`src/rtl/experiment_sequencer.sv`:
```
// rtl/experiment_sequencer.sv - multi-shot scheduler in front of fsm_experiment
// Per-shot arm/fire/wait/cooldown with timeout, abort and forced-reset recovery.
module experiment_sequencer #(
    parameter int SHOT_W      = 8,
    parameter int CNT_W       = 32,
    parameter int RECOVER_LEN = 16
) (
    input  logic              clock,
    input  logic              reset_signal,
    input  logic              cmd_run,
    input  logic              cmd_abort,
    input  logic [SHOT_W-1:0] cfg_n_shots,
    input  logic [CNT_W-1:0]  cfg_ready_timeout,
    input  logic [CNT_W-1:0]  cfg_shot_timeout,
    input  logic [CNT_W-1:0]  cfg_cooldown,
    input  logic              detector_ready,
    input  logic              exp_done,
    input  logic              exp_error,
    output logic              exp_start,
    output logic              exp_reset_n,
    output logic              busy,
    output logic [SHOT_W-1:0] shot_index,
    output logic [SHOT_W-1:0] shots_ok,
    output logic [SHOT_W-1:0] shots_failed,
    output logic              seq_done,
    output logic              seq_aborted,
    output logic [7:0]        seq_state
);
    typedef enum logic [7:0] {
        S_IDLE     = 8'h00,
        S_ARM      = 8'h01,
        S_FIRE     = 8'h02,
        S_WAIT     = 8'h03,
        S_COOLDOWN = 8'h04,
        S_RECOVER  = 8'h05,
        S_DONE     = 8'h06,
        S_ABORT    = 8'h07
    } state_t;

    localparam logic [SHOT_W-1:0] SHOT_ONE = SHOT_W'(1);
    localparam logic [CNT_W-1:0]  CNT_ONE  = CNT_W'(1);
    localparam logic [CNT_W-1:0]  REC_LAST = CNT_W'(RECOVER_LEN - 1);

    state_t            r_state;
    logic [SHOT_W-1:0] r_n_shots;
    logic [SHOT_W-1:0] r_shot_index;
    logic [SHOT_W-1:0] r_shots_ok;
    logic [SHOT_W-1:0] r_shots_failed;
    logic [CNT_W-1:0]  r_ready_to;
    logic [CNT_W-1:0]  r_shot_to;
    logic [CNT_W-1:0]  r_cooldown;
    logic [CNT_W-1:0]  r_cnt;
    logic              r_exp_start;
    logic              r_exp_reset_n;
    logic              r_busy;
    logic              r_seq_done;
    logic              r_seq_aborted;
    logic              r_aborted;

    logic [CNT_W-1:0]  w_cnt_inc;
    logic              w_abort;
    logic              w_ready_expired;
    logic              w_shot_expired;
    logic              w_cool_end;
    logic              w_rec_end;
    logic              w_last_shot;

    // One shared counter serves every timed state; it is cleared on each state entry.
    assign w_cnt_inc       = r_cnt + CNT_ONE;
    assign w_abort         = cmd_abort &&
                             (r_state inside {S_ARM, S_FIRE, S_WAIT, S_COOLDOWN, S_RECOVER});
    assign w_ready_expired = (r_ready_to != '0) && (w_cnt_inc >= r_ready_to);
    assign w_shot_expired  = (r_shot_to != '0) && (w_cnt_inc >= r_shot_to);
    assign w_cool_end      = (w_cnt_inc >= r_cooldown);
    assign w_rec_end       = (r_cnt == REC_LAST);
    assign w_last_shot     = (r_shot_index == (r_n_shots - SHOT_ONE));

    function automatic logic [SHOT_W-1:0] sat_inc(input logic [SHOT_W-1:0] v);
        return (&v) ? v : (v + SHOT_ONE);
    endfunction

    always_ff @(posedge clock) begin
        if (!reset_signal) begin
            r_state        <= S_IDLE;
            r_n_shots      <= '0;
            r_shot_index   <= '0;
            r_shots_ok     <= '0;
            r_shots_failed <= '0;
            r_ready_to     <= '0;
            r_shot_to      <= '0;
            r_cooldown     <= '0;
            r_cnt          <= '0;
            r_exp_start    <= 1'b0;
            r_exp_reset_n  <= 1'b0;
            r_busy         <= 1'b0;
            r_seq_done     <= 1'b0;
            r_seq_aborted  <= 1'b0;
            r_aborted      <= 1'b0;
        end else begin
            r_exp_start   <= 1'b0;
            r_seq_done    <= 1'b0;
            r_seq_aborted <= 1'b0;
            if (w_abort) begin
                r_state       <= S_ABORT;
                r_cnt         <= '0;
                r_exp_reset_n <= 1'b0;
            end else begin
                case (r_state)
                    S_IDLE: begin
                        r_exp_reset_n <= 1'b1;
                        if (cmd_run) begin
                            r_n_shots      <= cfg_n_shots;
                            r_ready_to     <= cfg_ready_timeout;
                            r_shot_to      <= cfg_shot_timeout;
                            r_cooldown     <= cfg_cooldown;
                            r_shot_index   <= '0;
                            r_shots_ok     <= '0;
                            r_shots_failed <= '0;
                            r_cnt          <= '0;
                            r_aborted      <= 1'b0;
                            r_busy         <= 1'b1;
                            r_state        <= (cfg_n_shots == '0) ? S_DONE : S_ARM;
                        end
                    end
                    S_ARM: begin
                        if (detector_ready) begin
                            r_state     <= S_FIRE;
                            r_exp_start <= 1'b1;
                        end else if (w_ready_expired) begin
                            r_shots_failed <= sat_inc(r_shots_failed);
                            r_state        <= S_RECOVER;
                            r_cnt          <= '0;
                            r_exp_reset_n  <= 1'b0;
                        end else begin
                            r_cnt <= w_cnt_inc;
                        end
                    end
                    S_FIRE: begin
                        r_cnt   <= '0;
                        r_state <= S_WAIT;
                    end
                    S_WAIT: begin
                        // Error outranks done, and either event outranks a coincident timeout.
                        if (exp_error || (!exp_done && w_shot_expired)) begin
                            r_shots_failed <= sat_inc(r_shots_failed);
                            r_state        <= S_RECOVER;
                            r_cnt          <= '0;
                            r_exp_reset_n  <= 1'b0;
                        end else if (exp_done) begin
                            r_shots_ok <= sat_inc(r_shots_ok);
                            r_state    <= S_COOLDOWN;
                            r_cnt      <= '0;
                        end else begin
                            r_cnt <= w_cnt_inc;
                        end
                    end
                    S_RECOVER: begin
                        if (w_rec_end) begin
                            r_exp_reset_n <= 1'b1;
                            r_state       <= S_COOLDOWN;
                            r_cnt         <= '0;
                        end else begin
                            r_cnt <= w_cnt_inc;
                        end
                    end
                    S_COOLDOWN: begin
                        if (w_cool_end) begin
                            r_cnt <= '0;
                            if (w_last_shot) begin
                                r_state <= S_DONE;
                            end else begin
                                r_shot_index <= r_shot_index + SHOT_ONE;
                                r_state      <= S_ARM;
                            end
                        end else begin
                            r_cnt <= w_cnt_inc;
                        end
                    end
                    S_DONE: begin
                        r_seq_done    <= 1'b1;
                        r_seq_aborted <= r_aborted;
                        r_busy        <= 1'b0;
                        r_state       <= S_IDLE;
                    end
                    S_ABORT: begin
                        if (w_rec_end) begin
                            r_exp_reset_n <= 1'b1;
                            r_aborted     <= 1'b1;
                            r_state       <= S_DONE;
                        end else begin
                            r_cnt <= w_cnt_inc;
                        end
                    end
                    default: begin
                        r_state <= S_IDLE;
                    end
                endcase
            end
        end
    end

    assign exp_start    = r_exp_start;
    assign exp_reset_n  = r_exp_reset_n;
    assign busy         = r_busy;
    assign shot_index   = r_shot_index;
    assign shots_ok     = r_shots_ok;
    assign shots_failed = r_shots_failed;
    assign seq_done     = r_seq_done;
    assign seq_aborted  = r_seq_aborted;
    assign seq_state    = r_state;

endmodule

```
`config.mk`:
```
export PLATFORM = sky130hd
export DESIGN_NAME = experiment_sequencer
export DESIGN_NICKNAME = d
export VERILOG_FILES = /design/src/rtl/experiment_sequencer.sv
export SDC_FILE = /design/constraint.sdc
export NUM_CORES = 1
export LEC_CHECK = 0
export ABC_AREA = 1
export CAP_MARGIN = 15
export CORE_AREA = 3 3 156 128
export CTS_CLUSTER_SIZE = 40
export DETAILED_ROUTE_END_ITERATION = 10
export DIE_AREA = 0 0 159 131
export GPL_ROUTABILITY_DRIVEN = 0
export PLACE_DENSITY = 0.86
export SYNTH_ARGS = -nofsm -noshare
export SYNTH_HDL_FRONTEND = slang
export SYNTH_SLANG_ARGS = --single-unit
```
`constraint.sdc`:
```
create_clock -name clock -period 4.45 [get_ports clock]
set_input_delay 0.89 -clock clock [delete_from_list [all_inputs] [get_ports clock]]
set_output_delay 0.89 -clock clock [all_outputs]
set_load 0.02 [all_outputs]
```
==> reports/summary.txt, run 1 <==
DR top layer - met4
CP Capture Type - flop
hold slack - 0.4547 ns
antenna violations before repair - 0
combinational cell fraction of total power - 0.429
xor/xnor share of the synthesized area - 0.04230
I/O pin cnt - 148
CP cell instances - ha_1 -> nand2_1 -> nor2_4 -> nand2_4 -> nor3_4 -> nand4_2 -> nor3_2 -> xor2_1 -> ha_1 -> nand2_1 -> nor2_1 -> nand2_1 -> inv_1 -> a21oi_1 -> nand2_1 -> nand2_1 -> nand3_1 -> nand2_1 -> inv_1 -> nand2_4 -> buf_12 -> nand3_1 -> a21oi_1
Seq/Total Area, Yosys - 0.3277
Psw - 2.584 mW
Clock Sinks - 169
Critical Path Start Type - flop
final WL - 27.83 mm
DR WL/cell - 15.11 µm
Yosys reg bits - 169
CP max stage delay - 0.41 ns
cell taking the most area after synthesis - dfxtp_1
number of global-route vias before repair - 9644
clock-pin slew on the worst setup and hold paths - 0.06 ns
proportion of layout cells with a drive suffix above 1 - 0.05682
fin nets - 1784
P per Cell Area - 502.5 nW/µm²
Reg2Reg Setup Slack - 0.27 ns
antenna-violating nets left - 0
number of synthesized flops with an enable pin - 0
Tcrit/Tclk final - 0.9399
Net Sw Frac - 0.4079
Synth top cells by count - 239 x nand2_1, 204 x inv_1, 192 x a21oi_1, 169 x dfxtp_1, 120 x o21ai_0
gr usage total - 0.2636
CTS Buffer Depth - 2
leading cell type by number of instances after synthesis - nand2_1
share of total power in the clock network - 0.249
mux contribution to synthesized area - 0
Die Span Y - 131 µm
worst setup path class - reg2reg
Mapped Cells - 1450
drc violations - 0
Clk Latency, worst-skew pair - 0.44 ns
Slew @ Worst Pin - 0.7583 ns
Internal - 3.752 mW
die area - 20830 µm²
f_max - 239.1 MHz
total grt overflow - 0
post-route minimum period - 4.183 ns
Ys Warns - 0
first-pass GRT wire length - 45.42 mm
port bufs - 142
Layout Skew - 0.01134 ns
asr flop ratio synth - 0
Post-Route Setup TNS - 0 ns
Root Buffer - clkbuf_16
fraction of the mapped netlist area in simple logic gates - 0.2385
Setup Viol. Count Final - 0
Core Footprint - 18690 µm²
routed wl met2 - 12.87 mm
pin count of the biggest net entering global routing - 106
FILL cells - 1552
WP data arrival - 4.55 ns
Pre-antenna DRT Iters - 6
Final Slew Violations - 0
area grow syn2layout - 22.13%
DR iter-0 viols - 1099
placed cells - 1808
main combinational cell family by area after synthesis - simple AND/OR/NAND/NOR gates
cts hold-fix bufs - 0
die width - 159 µm
WP data required - 4.81 ns
outcome - finished clean
via/cell ratio - 5.493
DP HPWL - 20.67 mm
routed vias - 10.12k
synth unique cells - 44
Synth Flop Type - dfxtp_1
Starting Density - 0.5523
# diodes - 0
wire length on met1 - 12.43 mm
Synth Area in Adders - 0.1224
syn_area_per_cell - 7.120 µm²
Row Count - 45
Finished Layout Cells - 1842
Max Cap Viol - 0
number of H-tree levels - 4
CTS tree - built
final hold vios - 0
Seq pwr share - 0.322
worst vdd ir - 0.2300 mV
met3 routed WL - 1.970 mm
P_leak - 5.453 nW
Most common cell on crit path - nand2_1
Max-slew headroom - 0.4939
cell area after synthesis - 10320 µm²
synth top area cells - dfxtp_1 33%, ha_1 12%, a21oi_1 9.3%
Hold Crit Class - reg2reg
CP max FO - 17
Yosys top cell area share - 0.3277
compound-cell area share of the yosys netlist - 0.1688
slowest CP cell - xor2_1
Num CTS Buffers - 17
per-stage QoR:
step	power (mW)	utilization	setup slack, ns	cell area (µm²)
CTS	6.279	0.6717	0.05226	12560
detailed placement	4.688	0.6385	0.2202	11940
global route	6.756	0.6745	-0.06527	12610
floorplan	3.929	-	1.054	10340
global placement	4.597	0.6385	0.3455	11940
finish	6.336	0.6745	0.2674	12610
cells by family after synthesis:
group           Yosys count
compound gates          335
xor+xnor                 49
fa+ha+maj               101
buf+inv                 266
flops                   169
other cells               1
simple gates            529
routing by layer:
layer,vias to the layer above,GRT usage
li1,5034,-
met1,4671,0.3376
met2,367,0.4490
met3,46,0.05925
met4,0,0.08286
met5,-,0
placed cells by master (no fill, tap or decap), types with 4 or more instances in the layout:
cell / synthesis / final
bufinv_16: 0 / 4
xor2_1: 35 / 34
nor3_1: 11 / 10
nor4_1: 18 / 18
inv_2: 6 / 5
a21oi_1: 192 / 192
nor2_1: 111 / 111
inv_1: 204 / 204
nor2_4: 6 / 7
nand3_1: 72 / 72
xnor2_1: 13 / 13
ha_1: 101 / 101
nand2_2: 9 / 8
nand4_1: 38 / 38
clkbuf_16: 0 / 17
clkinv_2: 1 / 4
buf_4: 5 / 10
nand2_1: 239 / 239
nand3_2: 4 / 4
dfxtp_1: 169 / 168
o21a_1: 6 / 6
conb_1: 1 / 5
o21ai_0: 120 / 120
clkdlybuf4s50_1: 0 / 141
a211oi_1: 4 / 4
sequential cells by signal, indices dropped and copies added (netlist names):
register / flops
exp_reset_n: 1
busy: 1
seq_state: 3
seq_done: 1
shots_failed: 8
r_cnt: 32
r_shot_to: 32
r_n_shots: 8
seq_aborted: 1
r_aborted: 1
r_cooldown: 32
shot_index: 8
r_ready_to: 32
exp_start: 1
shots_ok: 8
area by class of cell:
class / count / area, µm² / share of cell area
Multi-Input combinational cell: 1019 / 5953 / 0.4722
Sequential cell: 169 / 3385 / 0.2684
Timing Repair Buffer: 154 / 1531 / 0.1215
Inverter: 211 / 795.8 / 0.06311
Clock buffer: 23 / 478.0 / 0.03791
Tap cell: 258 / 322.8 / 0.02560
Clock inverter: 8 / 142.6 / 0.01131
path summary, 6_finish.rpt:
| kind | start | to | cells past startpoint |
|---|---|---|---|
| setup / recovery | r_cnt[0]$_SDFFE_PP0P_ | r_cnt[21]$_SDFFE_PP0P_ | 23 |
| hold / removal | r_aborted$_SDFFE_PN0P_ | seq_aborted$_SDFF_PP0_ | 2 |
| setup reg to reg | r_cnt[0]$_SDFFE_PP0P_ | r_cnt[21]$_SDFFE_PP0P_ | 23 |
| hold reg to reg | r_aborted$_SDFFE_PN0P_ | seq_aborted$_SDFF_PP0_ | 2 |
critical path: cells and delay by family (launching register included):
kind	cells	cell delay, ns
XOR/XNOR	1	0.41
adder cells (fa/ha/maj)	2	0.54
buffers and inverters	3	0.30
AO/OA/AOI/OAI	2	0.41
flip-flops	1	0.39
AND/OR/NAND/NOR	15	2.07
power by group through the flow:
| stage | registers [mW] | logic [mW] | clock network, mW |
|---|---|---|---|
| 2_1_floorplan | 2.05 | 1.88 | 0 |
| 3_3_place_gp | 2.05 | 2.55 | 0 |
| 3_5_place_dp | 2.06 | 2.62 | 0 |
| 4_1_cts | 2.03 | 2.66 | 1.59 |
| 5_1_grt | 2.07 | 3.03 | 1.65 |
| 6_report | 2.04 | 2.72 | 1.58 |
what timing repair did:
| item | CTS | global route |
|---|---|---|
| gates resized for setup | 0 | 6 |
| buffers inserted | 0 | 3 |
| setup endpoints to repair | 0 | 52 |
No activity file was read; power rests on OpenSTA's default activity.
==> inputs of run 2 (changes only) <==
--- a/config.mk
+++ b/config.mk
@@ -6,6 +6,7 @@
 export NUM_CORES = 1
 export LEC_CHECK = 0
 export ABC_AREA = 1
+export ABC_CLOCK_PERIOD_IN_PS = 4450
 export CAP_MARGIN = 15
 export CORE_AREA = 3 3 156 128
 export CTS_CLUSTER_SIZE = 40
==> results of run 2 <==
Final layout, timing and power as in run 1 (identical DEF).
==> inputs of run 3 (changes only) <==
--- a/config.mk
+++ b/config.mk
@@ -8,12 +8,12 @@
 export ABC_AREA = 1
 export ABC_CLOCK_PERIOD_IN_PS = 4450
 export CAP_MARGIN = 15
-export CORE_AREA = 3 3 156 128
+export CORE_AREA = 3 3 165 135
 export CTS_CLUSTER_SIZE = 40
 export DETAILED_ROUTE_END_ITERATION = 10
-export DIE_AREA = 0 0 159 131
+export DIE_AREA = 0 0 168 138
 export GPL_ROUTABILITY_DRIVEN = 0
-export PLACE_DENSITY = 0.86
+export PLACE_DENSITY = 0.78
 export SYNTH_ARGS = -nofsm -noshare
 export SYNTH_HDL_FRONTEND = slang
 export SYNTH_SLANG_ARGS = --single-unit
==> run 3 against run 2 <==
Die area is 11% higher. Sequential power is essentially flat. Clock skew is 0.0029 ns higher. Global-route usage fell by 3.4 points. Total power fell by 1.8%. Via count decreased by 2.7%. Largest power group unchanged.
==> reports/summary.txt, run 3 (synthesized netlist as in run 1, its figures left out) <==
via/cell ratio - 5.320 (was 5.493)
# diodes - 0 (unchanged)
WP data arrival - 4.42 ns (was 4.55 ns)
Final Slew Violations - 0 (unchanged)
Layout Skew - 0.01424 ns (was 0.01134 ns)
pin count of the biggest net entering global routing - 97 (was 106)
die width - 168 µm (was 159 µm)
outcome - finished clean (unchanged)
CTS Buffer Depth - 2 (unchanged)
final hold vios - 0 (unchanged)
first-pass GRT wire length - 44.64 mm (was 45.42 mm)
CTS tree - built (unchanged)
Tcrit/Tclk final - 0.9264 (was 0.9399)
I/O pin cnt - 148 (unchanged)
Slew @ Worst Pin - 0.7666 ns (was 0.7583 ns)
Hold Crit Class - reg2reg (unchanged)
clock-pin slew on the worst setup and hold paths - 0.07 ns (was 0.06 ns)
WP data required - 4.75 ns (was 4.81 ns)
worst vdd ir - 0.3395 mV (was 0.2300 mV)
commonest cells after routing, fill and taps aside - 239 x nand2_1, 204 x inv_1, 192 x a21oi_1 (unchanged)
post-route minimum period - 4.123 ns (was 4.183 ns)
final WL - 27.20 mm (was 27.83 mm)
Critical Path Start Type - flop (unchanged)
Num CTS Buffers - 17 (unchanged)
DP HPWL - 20.54 mm (was 20.67 mm)
P per Cell Area - 495.8 nW/µm² (was 502.5 nW/µm²)
antenna violations before repair - 0 (unchanged)
port bufs - 142 (unchanged)
proportion of layout cells with a drive suffix above 1 - 0.05752 (was 0.05682)
cts hold-fix bufs - 0 (unchanged)
Setup Viol. Count Final - 0 (unchanged)
CP max FO - 17 (unchanged)
setup repair bufs after CTS - 0 (unchanged)
die area - 23180 µm² (was 20830 µm²)
Starting Density - 0.5002 (was 0.5523)
Die Span Y - 138 µm (was 131 µm)
fin nets - 1781 (was 1784)
routed vias - 9848 (was 10.12k)
number of global-route vias before repair - 9262 (was 9644)
Root Buffer - clkbuf_16 (unchanged)
Core Footprint - 20640 µm² (was 18690 µm²)
total power - 6.224 mW (was 6.336 mW)
final core occ - 0.6081 (was 0.6745)
total grt overflow - 0 (unchanged)
Post-CTS Resized - 0 (unchanged)
Pre-antenna DRT Iters - 5 (was 6)
area grow syn2layout - 21.58% (was 22.13%)
number of H-tree levels - 4 (unchanged)
Max-slew headroom - 0.4890 (was 0.4939)
P_leak - 5.411 nW (was 5.453 nW)
Clk Latency, worst-skew pair - 0.44 ns (about the same)
Row Count - 47 (was 45)
antenna-violating nets left - 0 (unchanged)
DR WL/cell - 14.69 µm (was 15.11 µm)
Clock Sinks - 169 (unchanged)
CP Capture Type - flop (unchanged)
DR iter-0 viols - 774 (was 1099)
drc violations - 0 (unchanged)
f_max - 242.6 MHz (was 239.1 MHz)
FILL cells - 1824 (was 1552)
most common cell after layout, fill and taps aside - nand2_1 (unchanged)
worst setup path class - reg2reg (unchanged)
gr usage total - 0.2298 (was 0.2636)
Max Cap Viol - 0 (unchanged)
==> run 3: changes by cell type in the layout (fill, tap and decap cells not counted), moves of 2 or more <==
cell / before / now
buf_4: 10 / 7
clkbuf_1: 3 / 0
inv_6: 0 / 3
bufinv_16: 4 / 2
clkbuf_8: 3 / 1
clkinv_4: 0 / 2
clkinvlp_4: 1 / 3
==> run 3: power breakdown <==
group	internal, mW	total [mW]	switching (mW)
sequential	1.87	2.03	0.160
clock	0.844	1.49	0.647
combinational	0.905	2.71	1.80
total	3.62	6.22	2.61
==> run 3: stage by stage <==
| stage | hold WS [ns] | setup slack, ns | instances | cell area [µm²] | TNS, ns |
|---|---|---|---|---|---|
| finish | 0.4633 | 0.3274 | 1851 | 12550 | 0 |
| global route | 0.4823 | -0.01010 | 1851 | 12550 | -0.01829 |
| CTS | 0.4605 | 0.1582 | 1851 | 12530 | 0 |
| detailed placement | 0.4505 | 0.2412 | 1819 | 11950 | 0 |
| global placement | 0.4356 | 0.2998 | 1819 | 11950 | 0 |
| floorplan | 0.4242 | 1.054 | 1454 | 10340 | 0 |
==> run 3: final cells by class <==
type	instances	area (µm²)	share of cell area
Clock buffer	18	439.2	0.03499
Clock inverter	14	146.4	0.01166
Inverter	211	795.8	0.06340
Multi-Input combinational cell	1019	5941	0.4733
Sequential cell	169	3385	0.2696
Tap cell	269	336.6	0.02681
Timing Repair Buffer	151	1509	0.1202
==> run 3: critical path: stages (launching register included) <==
cell and delay, ns:
dfxtp_1 0.37, ha_1 0.20, nand2_1 0.11, nor2_4 0.19
nand2_4 0.10, nor3_4 0.26, nand3_2 0.12, nor2_2 0.14
nand4_1 0.11, xor2_1 0.20, clkinv_2 0.13, ha_1 0.29
nand2_1 0.06, nor2_1 0.15, nand2_1 0.13, nor3_2 0.24
nand2_1 0.10, inv_1 0.06, nand2_1 0.04, nand2_1 0.09
nand2_1 0.11, nand3_1 0.09, nand2_1 0.07, inv_1 0.09
nand2_4 0.15, buf_12 0.21, nand3_1 0.08, a21oi_1 0.08
==> run 3: worst paths after layout <==
check,from,to,slack (ns),depth (start not counted)
setup reg to reg,r_cnt[1]$_SDFFE_PP0P_,r_cnt[21]$_SDFFE_PP0P_,0.33,27
hold / removal,r_cooldown[15]$_SDFFE_PN0P_,r_cooldown[15]$_SDFFE_PN0P_,0.46,2
setup / recovery,r_cnt[1]$_SDFFE_PP0P_,r_cnt[21]$_SDFFE_PP0P_,0.33,27
hold reg to reg,r_cooldown[15]$_SDFFE_PN0P_,r_cooldown[15]$_SDFFE_PN0P_,0.46,2
==> run 3: layer usage <==
layer / global-route usage / vias up / wire [µm] / share of wire
li1: - / 5020 / - / -
met1: 0.3215 / 4447 / 12750 / 0.47
met2: 0.3571 / 337 / 12080 / 0.44
met3: 0.04566 / 44 / 1718 / 0.063
met4: 0.07533 / 0 / 654 / 0.024
met5: 0 / - / 0 / 0
